--- src/rtl/game_state_if.sv ---
// rtl/game_state_if.sv - button, character position and map inputs plus game state outputs
interface game_state_if;
  logic         start;
  logic [8:0]   charactor_h;
  logic [8:0]   charactor_v;
  logic [0:899] map;
  logic [2:0]   state;
  logic [6:0]   time_left;
  logic         game_tick;
  logic [4:0]   tile_h;
  logic [4:0]   tile_v;

  modport master (
    output start, charactor_h, charactor_v, map,
    input  state, time_left, game_tick, tile_h, tile_v
  );

  modport slave (
    input  start, charactor_h, charactor_v, map,
    output state, time_left, game_tick, tile_h, tile_v
  );
endinterface

--- src/rtl/game_state_ctrl.sv ---
// rtl/game_state_ctrl.sv - game sequencer: INIT/WAIT/GAME/WIN/LOSE, round timer, tile lookup
module game_state_ctrl #(
  parameter int TICK_CNT   = 100000000,
  parameter int TIME_LIMIT = 60,
  parameter int INIT_HOLD  = 16
) (
  input logic         clk,
  input logic         rst,
  game_state_if.slave gs
);
  typedef enum logic [2:0] {
    S_INIT = 3'd0,
    S_WAIT = 3'd1,
    S_GAME = 3'd2,
    S_WIN  = 3'd3,
    S_LOSE = 3'd4
  } state_t;

  localparam logic [2:0] TILE_NONE     = 3'd0;
  localparam logic [2:0] TILE_TERMINAL = 3'd2;

  localparam int TW = (TICK_CNT > 1) ? $clog2(TICK_CNT) : 1;
  localparam int IW = (INIT_HOLD > 1) ? $clog2(INIT_HOLD) : 1;
  localparam logic [TW-1:0] TICK_MAX  = TW'(TICK_CNT - 1);
  localparam logic [IW-1:0] INIT_LAST = IW'(INIT_HOLD - 1);
  localparam logic [6:0]    TL_INIT   = 7'(TIME_LIMIT);

  state_t        st;
  logic [TW-1:0] tick_cnt;
  logic [IW-1:0] init_cnt;
  logic          start_d;
  logic [6:0]    time_left_q;
  logic          game_tick_q;
  logic [4:0]    tile_h_q;
  logic [4:0]    tile_v_q;
  logic          oob, v1, oob2, v2;
  logic [2:0]    tile_code;

  logic          start_rise;
  logic [8:0]    idx;
  logic [9:0]    bit_idx;
  logic          tick_wrap, timeout, win_hit, lose_hit;

  assign start_rise = gs.start & ~start_d;

  // idx may overflow 9 bits for off-map tiles; those lookups are masked by oob
  assign idx     = {4'd0, tile_h_q} + 9'(tile_v_q) * 9'd20;
  assign bit_idx = 10'(idx) * 10'd3;

  assign tick_wrap = (st == S_GAME) && (tick_cnt == TICK_MAX);
  assign timeout   = tick_wrap && (time_left_q == 7'd1);
  assign win_hit   = v2 && (tile_code == TILE_TERMINAL);
  assign lose_hit  = v2 && (oob2 || (tile_code == TILE_NONE));

  always_ff @(posedge clk) begin
    if (rst) begin
      st          <= S_INIT;
      tick_cnt    <= '0;
      init_cnt    <= '0;
      start_d     <= 1'b0;
      time_left_q <= TL_INIT;
      game_tick_q <= 1'b0;
      tile_h_q    <= 5'd0;
      tile_v_q    <= 5'd0;
      oob         <= 1'b0;
      v1          <= 1'b0;
      oob2        <= 1'b0;
      v2          <= 1'b0;
      tile_code   <= 3'd0;
    end else begin
      start_d     <= gs.start;
      game_tick_q <= 1'b0;
      case (st)
        S_INIT: begin
          time_left_q <= TL_INIT;
          init_cnt    <= init_cnt + IW'(1);
          if (init_cnt == INIT_LAST) st <= S_WAIT;
        end
        S_WAIT: begin
          if (start_rise) begin
            st          <= S_GAME;
            tick_cnt    <= '0;
            time_left_q <= TL_INIT;
            v1          <= 1'b0;
            v2          <= 1'b0;
          end
        end
        S_GAME: begin
          tile_h_q  <= gs.charactor_h[8:4];
          tile_v_q  <= gs.charactor_v[8:4];
          oob       <= (gs.charactor_h >= 9'd320) || (gs.charactor_v >= 9'd240);
          v1        <= 1'b1;
          oob2      <= oob;
          v2        <= v1;
          tile_code <= oob ? 3'd0 : gs.map[bit_idx +: 3];
          if (tick_wrap) begin
            tick_cnt    <= '0;
            time_left_q <= time_left_q - 7'd1;
            game_tick_q <= 1'b1;
          end else begin
            tick_cnt <= tick_cnt + TW'(1);
          end
          // a terminal hit outranks both tile loss and timeout on the same edge
          if (win_hit)                  st <= S_WIN;
          else if (lose_hit || timeout) st <= S_LOSE;
        end
        S_WIN, S_LOSE: begin
          if (start_rise) begin
            st          <= S_INIT;
            init_cnt    <= '0;
            time_left_q <= TL_INIT;
          end
        end
        default: begin
          st       <= S_INIT;
          init_cnt <= '0;
        end
      endcase
    end
  end

  assign gs.state     = st;
  assign gs.time_left = time_left_q;
  assign gs.game_tick = game_tick_q;
  assign gs.tile_h    = tile_h_q;
  assign gs.tile_v    = tile_v_q;
endmodule

--- src/flat_wrapper.sv ---
// flat-port wrapper written by rule: the top's interface ports become plain ports
module game_state_ctrl_flat 
#(
  parameter int TICK_CNT   = 100000000,
  parameter int TIME_LIMIT = 60,
  parameter int INIT_HOLD  = 16
)
  (clk, rst, gs_start, gs_charactor_h, gs_charactor_v, gs_map, gs_state, gs_time_left, gs_game_tick, gs_tile_h, gs_tile_v);
  game_state_if gs_i ();
  input logic clk;
  input logic rst;
  input wire logic [$bits(gs_i.start)-1:0] gs_start;
  input wire logic [$bits(gs_i.charactor_h)-1:0] gs_charactor_h;
  input wire logic [$bits(gs_i.charactor_v)-1:0] gs_charactor_v;
  input wire logic [$bits(gs_i.map)-1:0] gs_map;
  output wire logic [$bits(gs_i.state)-1:0] gs_state;
  output wire logic [$bits(gs_i.time_left)-1:0] gs_time_left;
  output wire logic [$bits(gs_i.game_tick)-1:0] gs_game_tick;
  output wire logic [$bits(gs_i.tile_h)-1:0] gs_tile_h;
  output wire logic [$bits(gs_i.tile_v)-1:0] gs_tile_v;
  assign gs_i.start = gs_start;
  assign gs_i.charactor_h = gs_charactor_h;
  assign gs_i.charactor_v = gs_charactor_v;
  assign gs_i.map = gs_map;
  assign gs_state = gs_i.state;
  assign gs_time_left = gs_i.time_left;
  assign gs_game_tick = gs_i.game_tick;
  assign gs_tile_h = gs_i.tile_h;
  assign gs_tile_v = gs_i.tile_v;
  game_state_ctrl #(.TICK_CNT(TICK_CNT), .TIME_LIMIT(TIME_LIMIT), .INIT_HOLD(INIT_HOLD)) u_core (.clk(clk), .rst(rst), .gs(gs_i));
endmodule
--- config.mk ---
export PLATFORM = sky130hd
export DESIGN_NAME = game_state_ctrl_flat
export DESIGN_NICKNAME = d
export VERILOG_FILES = /design/src/rtl/game_state_if.sv /design/src/rtl/game_state_ctrl.sv /design/src/flat_wrapper.sv
export SDC_FILE = /design/constraint.sdc
export NUM_CORES = 1
export LEC_CHECK = 0
export BUFFER_PORTS_ARGS = -buffer_cell sky130_fd_sc_hd__buf_4
export CAP_MARGIN = 30
export CORE_AREA = 2 2 369 371
export DETAILED_ROUTE_END_ITERATION = 8
export DIE_AREA = 0 0 371 373
export MAX_ROUTING_LAYER = met4
export PLACE_DENSITY = 0.43
export SYNTH_ARGS = -nofsm -noshare
export SYNTH_HDL_FRONTEND = slang
export SYNTH_SLANG_ARGS = --single-unit
--- constraint.sdc ---
create_clock -name clk -period 4.5 [get_ports clk]
set_input_delay 1.125 -clock clk [delete_from_list [all_inputs] [get_ports clk]]
set_output_delay 1.125 -clock clk [all_outputs]
set_load 0.03 [all_outputs]
[Word level (Yosys, flattened, before mapping)]
Index checks and enable logic that the tools add are counted.
W data, S select, Z words.
Storage, ports and cells
  register bits after elaboration: 60
  input bits: 921
  output and inout bits: 21
  logic and storage cells: 79
Cells by class
  add/subtract/negate cells: 4
  $mul: 2
  order comparisons: 2
  eq/ne operators: 14
  shift operators: 1
  multiplexer cells: 19
  bitwise logic cells: 5
  reductions and logical operators: 19
Operator list (number)
  $shiftx A900 B11 Y901: 1
  $mux W27: 2
  $pmux W27 S2: 1
  $add A27 B1 Y27 const B: 1
  $eq A27 B27 Y1 const B: 1
  $pmux W7 S3: 1
  $mux W3: 6
  $mux W7: 2
  $pmux W3 S4: 1
  $pmux W4 S3: 1
  $not A10 Y11: 1
  $mul A9 B2 Y10 const B: 1
  $ne A2 B1 Y1 const B: 5
  $add A5 B9 Y9: 1
  $eq A3 B2 Y1 const B: 3
  $ge A9 B8 Y1 const B: 1
  $ge A9 B9 Y1 const B: 1
  $eq A7 B1 Y1 const B: 1
  $mul A5 B3 Y7 const B: 1
  $sub A7 B1 Y7 const B: 1
  $logic_not A3 Y1: 2
  $reduce_or A2 Y1: 3
  $add A4 B1 Y4 const B: 1
  $eq A4 B4 Y1 const B: 1
  other kinds (16): 26

[Logic depth before layout (Yosys ltp)]
Gate-level depths: netlist of run 1.
  depth after elaboration: 7
  mapped depth: 17
  gate-level depth less buffers: 15

[Least setup slack after synthesis of run 1]
Ideal clock, no wire load.
  kind: register -> register
  from: reg u_core.tile_v_q[1], in the netlist u_core.gs.tile_v[1]
  to: reg u_core.tile_code[0]
  setup time: 0.117 ns
  arrival time: 3.983 ns
  required time: 4.383 ns
  setup slack: 0.400 ns
  stages on the path, launching flop included: 15
  path buffers: 1
  period minus slack after synthesis: 4.100 ns
  cell sequence: dfxtp_1 > ha_1 > ha_1 > fa_1 > xnor2_1 > ha_1 > nor2b_1 > or4_1 > and2_1 > clkbuf_1 > a2111oi_1 > a31oi_1 > a221oi_1 > o22ai_1 > a32o_1
Between the ends
  longest elaborated chain between the ends: 6
Ends and longest elaborated chain
  start: declaration: RTL line game_state_ctrl.sv:35  | logic [4:0] tile_v_q;
  start signal: assignment: RTL line game_state_ctrl.sv:90  | tile_v_q <= gs.charactor_v[8:4];
  $mul A5 B3 Y7: RTL line game_state_ctrl.sv:47  | assign idx = {4'd0, tile_h_q} + 9'(tile_v_q) * 9'd20;
  $add A5 B9 Y9: RTL line game_state_ctrl.sv:47
  $mul A9 B2 Y10: RTL line game_state_ctrl.sv:48  | assign bit_idx = 10'(idx) * 10'd3;
  $not A10 Y11 (implied by the code): RTL line game_state_ctrl.sv:95  | tile_code <= oob ? 3'd0 : gs.map[bit_idx +: 3];
  $shiftx A900 B11 Y901: RTL line game_state_ctrl.sv:95
  $mux W3: RTL line game_state_ctrl.sv:95
  end signal: assignment: RTL line game_state_ctrl.sv:95
  end: declaration: RTL line game_state_ctrl.sv:37  | logic [2:0] tile_code;
No other way between the ends.
A chain may end at the register's enable or synchronous reset.

[Final worst setup path of run 1]
  from: reg u_core.tile_v_q[0], in the netlist u_core.gs.tile_v[0]
  to: reg u_core.tile_code[0]
Same word-level chain as after synthesis.

==> results of run 1 <==
[metrics by stage]
stage	hold slack [ps]	power [mW]	TNS [ps]	cell area [sq um]	utilization, %
after CTS	469	3.12	0	36300	26.9
after global routing	507	3.24	-24.7	36600	27.2
after detailed placement	460	2.32	-484	35900	26.7
final	470	3.12	0	36600	27.2
after global placement	458	2.32	-925	35900	26.7
after floorplan	433	1.16	0	25900	-
[power groups by stage]
stage | Combinational, mW | Clock (mW) | Sequential [mW]
after global routing | 1.88 | 0.825 | 0.536
after detailed placement | 1.78 | 0 | 0.547
final | 1.81 | 0.776 | 0.536
after floorplan | 0.616 | 0 | 0.548
after global placement | 1.78 | 0 | 0.547
after CTS | 1.79 | 0.796 | 0.536
[synth_stat cells, types with 6 or more instances]
master,instances,area [sq um]
ha_1,22,275
o21ai_0,38,190
mux2_2,9,101
and2_1,9,56.3
nor3_1,28,140
o2111ai_1,10,87.6
nor2b_1,22,138
a221oi_1,8,70.1
o211ai_1,12,90.1
buf_6,51,574
xnor2_1,11,96.3
clkbuf_1,54,203
inv_1,11,41.3
nor4_1,14,87.6
a21oi_1,87,435
dfxtp_1,60,1200
a2111oi_0,18,158
mux4_2,709,16000
a22oi_1,16,120
buf_4,71,533
a311oi_1,19,166
nor2_1,83,312
mux2i_1,132,1320
o22ai_1,18,113
and3_1,8,50.1
nand3_1,49,245
a31oi_1,20,125
xor2_1,9,78.8
nand3b_1,6,45.0
buf_2,79,395
nand4_1,14,87.6
nand2_1,272,1020
a32oi_1,20,175
a211oi_1,36,270
[cell type report]
class	instances	area share, %
diodes	50	0.342
multi-input cells	1790	63.5
clock buffers	11	0.663
repair buffers	1186	25.8
clock inverters	5	0.226
well taps	1781	6.09
flip-flops and latches	60	3.29
inverters	11	0.126
[sequential cells by signal, indices dropped and copies added, names as in the netlist]
register and cells:
u_core.tick_cnt 27, u_core.gs.time_left 7, u_core.gs.tile_h 5, u_core.gs.tile_v 5
u_core.init_cnt 4, u_core.gs.state 3, u_core.tile_code 3, u_core.gs.game_tick 1
u_core.oob 1, u_core.oob2 1, u_core.start_d 1, u_core.v1 1
u_core.v2 1
[worst register-to-register path, cell delays in order, from the launching register on]
cell and delay (ps):
dfxtp_1 340, ha_1 320, ha_1 330, a21oi_1 160
nand2_1 100, xor2_1 150, buf_4 160, ha_1 340
buf_4 180, xor2_4 190, buf_4 170, buf_12 160
nor2_4 410, buf_4 230, a32oi_1 70, a311o_1 500
o21ai_0 120, nand2_1 70, a32o_1 260
[metal layers]
| layer | vias up | track usage, % |
|---|---|---|
| met5 | - | - |
| met4 | 0 | 5.81 |
| met3 | 143 | 3.66 |
| met2 | 1510 | 39.9 |
| met1 | 14600 | 31.1 |
| li1 | 11200 | - |
[kinds of logic after synthesis]
kind of cell	after synthesis
buffers and inverters	274
XOR/XNOR	24
adder cells (fa/ha/maj)	25
multiplexers	853
AND/OR/NAND/NOR	527
AO/OA/AOI/OAI	361
flip-flops	60
[final timing paths]
| kind | endpoint | from | slack [ps] |
|---|---|---|---|
| worst min register to register | u_core.oob2 | u_core.oob2 | 470 |
| worst max register to register | u_core.tile_code[0] | u_core.gs.tile_v[0] | 110 |
| worst max-delay path | u_core.tile_code[0] | u_core.gs.tile_v[0] | 110 |
| worst min-delay path | u_core.oob2 | u_core.oob2 | 470 |
[repair_timing]
item                       4_1_cts  5_1_grt
buffers inserted                 1        2
setup endpoints to repair        3        3
pin swaps                        1        5
gates resized for setup          8       30
==> results.py, run 1 <==
metrics = {
    "clock_tree": {
        "htreeDepth": 3,
        "cts_tree": "yes",
        "cts_buffers": 9,
        "ctsHoldBuffers": 0,
        "clock_latency_ps": 340,
        "clockBufferDepth": 2,
        "clkTransAtPathRegs_ps": 60,
        "cts_num_sinks": 60,
        "root_buffer": "clkbuf_16",
    },
    "place": {
        "hpwl_um": 146000,
        "globalplace.congestion": 0.971,
        "dp_slack_ps": -230,
        "port_buffers": 933,
        "dp_cells": 4823,
    },
    "sta": {
        "finClkSkew_ps": 5.81,
        "slew_violations": 0,
        "tightestPinTransition_ps": 975,
        "period_needed_ps": 4390,
        "setup_slack_ps": 108,
        "slew_headroom_pct": 34.8,
        "final.period_utilization_pct": 97.6,
        "setup_viol": 0,
        "hold_viol_final": 0,
        "fmax_ghz": 0.228,
    },
    "synth": {
        "syn-instance-count": 2124,
        "yosys_warnings": 0,
        "synthArstFlopShare_pct": 0,
        "synth-compound-area-share_pct": 9.73,
        "syn_area_sq_mm": 0.0259,
        "muxShareOfSynthArea_pct": 67.4,
        "synth_top_family_by_area": "multiplexers",
        "ys_types": 79,
        "yosysSeqAreaShare_pct": 4.63,
        "synth-edff-count": 0,
        "synth_nets": 3070,
        "synth_simple_gate_area_share_pct": 9.03,
        "syn_avg_cell_area_sq_um": 12.2,
        "ys_ff_latch": 60,
        "synthAdderAreaFrac_pct": 1.29,
        "yosys.area_share.xor_xnor_pct": 0.970,
        "synth-main-ff-cell": "dfxtp_1",
    },
    "power_and_ir_drop": {
        "p_per_area_mw_per_mm2": 85.2,
        "pwr-share-seq_pct": 17.2,
        "pwr-share-clk_pct": 24.9,
        "p_sw_share_pct": 33.2,
        "ir_drop_mv": 0.122,
        "combPwrFrac_pct": 57.9,
        "p_int_mw": 2.08,
        "net-switching-power_mw": 1.04,
        "leakagePower_nw": 12.9,
    },
    "critical_path": {
        "cp.depth": 18,
        "crit_buf_inv": 5,
        "cp_slowest_cell": "a311o_1",
        "critPathKind": "flop to flop",
        "crit_path_end_kind": "flop",
        "crit_fanout": 16,
        "path_common_cell": "buf_4",
        "cp_top_family": "compound AO/OA/AOI/OAI gates",
        "cp-start-kind": "flop",
        "reg2regPathDepth": 18,
        "critPathArrivalTime_ps": 4630,
        "crit_required_ps": 4740,
        "path_cells": "ha_1 > ha_1 > a21oi_1 > nand2_1 > xor2_1 > buf_4 > ha_1 > buf_4 > xor2_4 > buf_4 > buf_12 > nor2_4 > buf_4 > a32oi_1 > a311o_1 > o21ai_0 > nand2_1 > a32o_1",
        "cp_slowest_stage_delay_ps": 500,
    },
    "floorplan": {
        "pin_count": 942,
        "die_w_um": 371,
        "rows": 135,
        "initial_utilization_pct": 19.2,
        "core_area_sq_mm": 0.135,
        "dieArea_sq_mm": 0.138,
        "die_h_um": 373,
    },
    "outcome": {
        "status": "finished, final reports clean",
    },
    "detailed_routing": {
        "drcViolationCount": 0,
        "top_layer": "met4",
        "wirelength_um": 169000,
        "wl_met2_um": 84500,
        "first_pass_iters": 5,
        "avgViaCountPerCell": 5.61,
        "vias": 27500,
        "wl_met3_um": 11500,
        "drtAntennaViolNets": 0,
        "drt_iter0_drc": 2673,
        "wirelength_met1_um": 69600,
        "wire_per_inst_um": 34.6,
    },
    "layout": {
        "area_growth_pct": 41.2,
        "final_cell_mix": "buf_4 (1,140), mux4_2 (709), nand2_1 (270)",
        "fillers": 14300,
        "final_cells": 4894,
        "layout_commonest_cell": "buf_4",
        "seqCellArea_sq_mm": 0.00120,
        "multi_input_area_sq_mm": 0.0232,
        "fin_nets": 4004,
        "drive_above_1_share_pct": 64.8,
    },
    "hold_path": {
        "hold_path.class": "flop to flop",
        "whs_path_depth": 2,
    },
    "global_route": {
        "overflow": 0,
        "grt_util_all_layers_pct": 24.2,
        "grt_pass1_vias": 27600,
        "antenna_found_initial": 60,
        "grt_pass1_wl_um": 229000,
        "grt_max_degree": 105,
    },
    "job": {
        "drv_cap": 0,
    },
}
(Power assumes the default switching activity.)
==> inputs of run 2 (changes only) <==
--- a/config.mk
+++ b/config.mk
@@ -6,10 +6,11 @@
 export NUM_CORES = 1
 export LEC_CHECK = 0
 export BUFFER_PORTS_ARGS = -buffer_cell sky130_fd_sc_hd__buf_4
-export CAP_MARGIN = 30
+export CAP_MARGIN = 5
 export CORE_AREA = 2 2 369 371
 export DETAILED_ROUTE_END_ITERATION = 8
 export DIE_AREA = 0 0 371 373
+export GPL_TIMING_DRIVEN = 0
 export MAX_ROUTING_LAYER = met4
 export PLACE_DENSITY = 0.43
 export SYNTH_ARGS = -nofsm -noshare
==> results.py, run 2 (synthesized netlist as in run 1, its figures left out) <==
metrics = {
    "detailed_routing": {
        "drcViolationCount": 0,
        "drtAntennaViolNets": 0,
        "avgViaCountPerCell": 6.87,
        "vias": 34400,
        "wire_per_inst_um": 57.5,
        "first_pass_iters": 7,
        "wirelength_um": 288000,
        "drt_iter0_drc": 6319,
    },
    "layout": {
        "final_cell_area_sq_mm": 0.0376,
        "layout_commonest_cell": "buf_4",
        "fin_nets": 4055,
        "drive_above_1_share_pct": 65.8,
        "largest_reg_flops": 27,
        "regMostFlops": "u_core.tick_cnt",
        "final_cell_mix": "buf_4 (1,056), mux4_2 (709), nand2_1 (269)",
        "area_growth_pct": 45.1,
    },
    "sta": {
        "tightestPinTransition_ps": 982,
        "finClkSkew_ps": 6.81,
        "setup_slack_ps": -201,
        "setup_viol": 3,
        "rsz0062_at_grt": "yes",
        "slew_headroom_pct": 34.5,
        "slew_violations": 0,
        "holdWs_ps": 474,
        "hold_viol_final": 0,
        "final.period_utilization_pct": 104,
        "fmax_ghz": 0.213,
        "period_needed_ps": 4700,
    },
    "critical_path": {
        "cp-start-kind": "flop",
        "critPathKind": "flop to flop",
        "crit_fanout": 10,
        "crit_path_end_kind": "flop",
        "path_common_cell": "buf_4",
        "cp_slowest_cell": "buf_4",
        "critPathArrivalTime_ps": 4910,
        "cp_slowest_stage_delay_ps": 510,
        "crit_required_ps": 4710,
        "path_cells": "ha_1 > buf_6 > buf_4 > buf_4 > buf_4 > buf_4 > mux4_2 > o22ai_1 > a211oi_1 > o21ai_2 > nand3_1 > a21o_1 > a32oi_1 > o41ai_2",
    },
    "clock_tree": {
        "clockBufferDepth": 2,
        "cts_num_sinks": 60,
        "cts_tree": "yes",
        "ctsHoldBuffers": 0,
        "htreeDepth": 3,
        "clock_latency_ps": 350,
        "clkTransAtPathRegs_ps": 60,
        "cts_buffers": 9,
        "root_buffer": "clkbuf_16",
    },
    "place": {
        "globalplace.congestion": 1.06,
        "hpwl_um": 230000,
        "dpl-instance-area_sq_mm": 0.0353,
        "port_buffers": 933,
    },
    "floorplan": {
        "die_w_um": 371,
        "core_area_sq_mm": 0.135,
        "rows": 135,
        "pin_count": 942,
        "initial_utilization_pct": 19.2,
        "dieArea_sq_mm": 0.138,
        "die_h_um": 373,
    },
    "global_route": {
        "grt_pass1_wl_um": 358000,
        "grt_max_degree": 20,
        "antenna_found_initial": 120,
        "overflow": 0,
        "grt_pass1_vias": 32600,
        "grt_util_all_layers_pct": 41.4,
    },
    "power_and_ir_drop": {
        "p_per_area_mw_per_mm2": 87.4,
        "leakagePower_nw": 13.2,
        "ir_drop_mv": 0.123,
    },
    "job": {
        "drv_cap": 0,
    },
    "outcome": {
        "violations": "setup timing",
        "status": "finished with violations",
    },
    "hold_path": {
        "hold_path.class": "flop to flop",
    },
}
-- run 2: changes by cell type in the layout (fill, tap and decap cells not counted), sizes merged --
cell and change:
diode +71, clkbuf +46, buf +4, inv -3
clkinv +2, clkdlybuf4s18 +1
-- run 2: through the flow --
| step | worst slack, ps | total power, mW | std cells | utilization, % | setup TNS [ps] |
|---|---|---|---|---|---|
| floorplan | 400 | 1.16 | 2124 | - | 0 |
| global placement | -2880 | 2.38 | 4838 | 26.1 | -7870 |
| detailed placement | -1940 | 2.38 | 4851 | 26.3 | -5670 |
| CTS | 2.56 | 3.18 | 4880 | 27.3 | 0 |
| global route | -20.7 | 3.30 | 5010 | 27.9 | -32.2 |
| finish | -201 | 3.29 | 5015 | 27.9 | -448 |
-- run 2: layer usage --
layer / vias to the layer above / global-route usage (%) / wire length [um]
li1: 11400 / - / -
met1: 17700 / 44.9 / 97300
met2: 4071 / 57.3 / 119000
met3: 1274 / 19.6 / 41700
met4: 0 / 33.1 / 30300
met5: - / - / 0
-- run 2: critical path, delay by kind of cell, from the launching register on --
kind / cells / cell delay (ps)
buf+inv: 5 / 2000
flops: 1 / 410
mux: 1 / 390
compound gates: 6 / 1140
simple gates: 1 / 230
fa+ha+maj: 1 / 330
-- run 2: report_power, final --
group | switching [mW] | internal [mW]
Combinational | 0.913 | 1.04
Clock | 0.301 | 0.498
Sequential | 0.00238 | 0.533
Total | 1.22 | 2.07
-- run 2: what timing repair did --
action,4_1_cts,5_1_grt
gates resized for setup,271,97
setup buffers,18,17
pin swaps,11,13
setup endpoints to repair,3,3
gates cloned,0,1
-- run 2: layout make-up --
| type | count | area (sq um) |
|---|---|---|
| Fill cell | 14200 | 97000 |
| Clock buffer | 11 | 243 |
| Antenna cell | 121 | 303 |
| Tap cell | 1781 | 2230 |
| Multi-Input combinational cell | 1790 | 23600 |
| Clock inverter | 4 | 73.8 |
| Buffer | 256 | 2430 |
| Timing Repair Buffer | 981 | 7490 |
| Inverter | 11 | 45.0 |
| Sequential cell | 60 | 1210 |
-- run 2: worst paths after layout --
kind / start / end / slack, ps / cells after the start
max: u_core.gs.tile_h[0] / u_core.tile_code[2] / -200 / 14
min reg2reg: u_core.oob2 / u_core.oob2 / 470 / 2
min: u_core.oob2 / u_core.oob2 / 470 / 2
max reg2reg: u_core.gs.tile_h[0] / u_core.tile_code[2] / -200 / 14
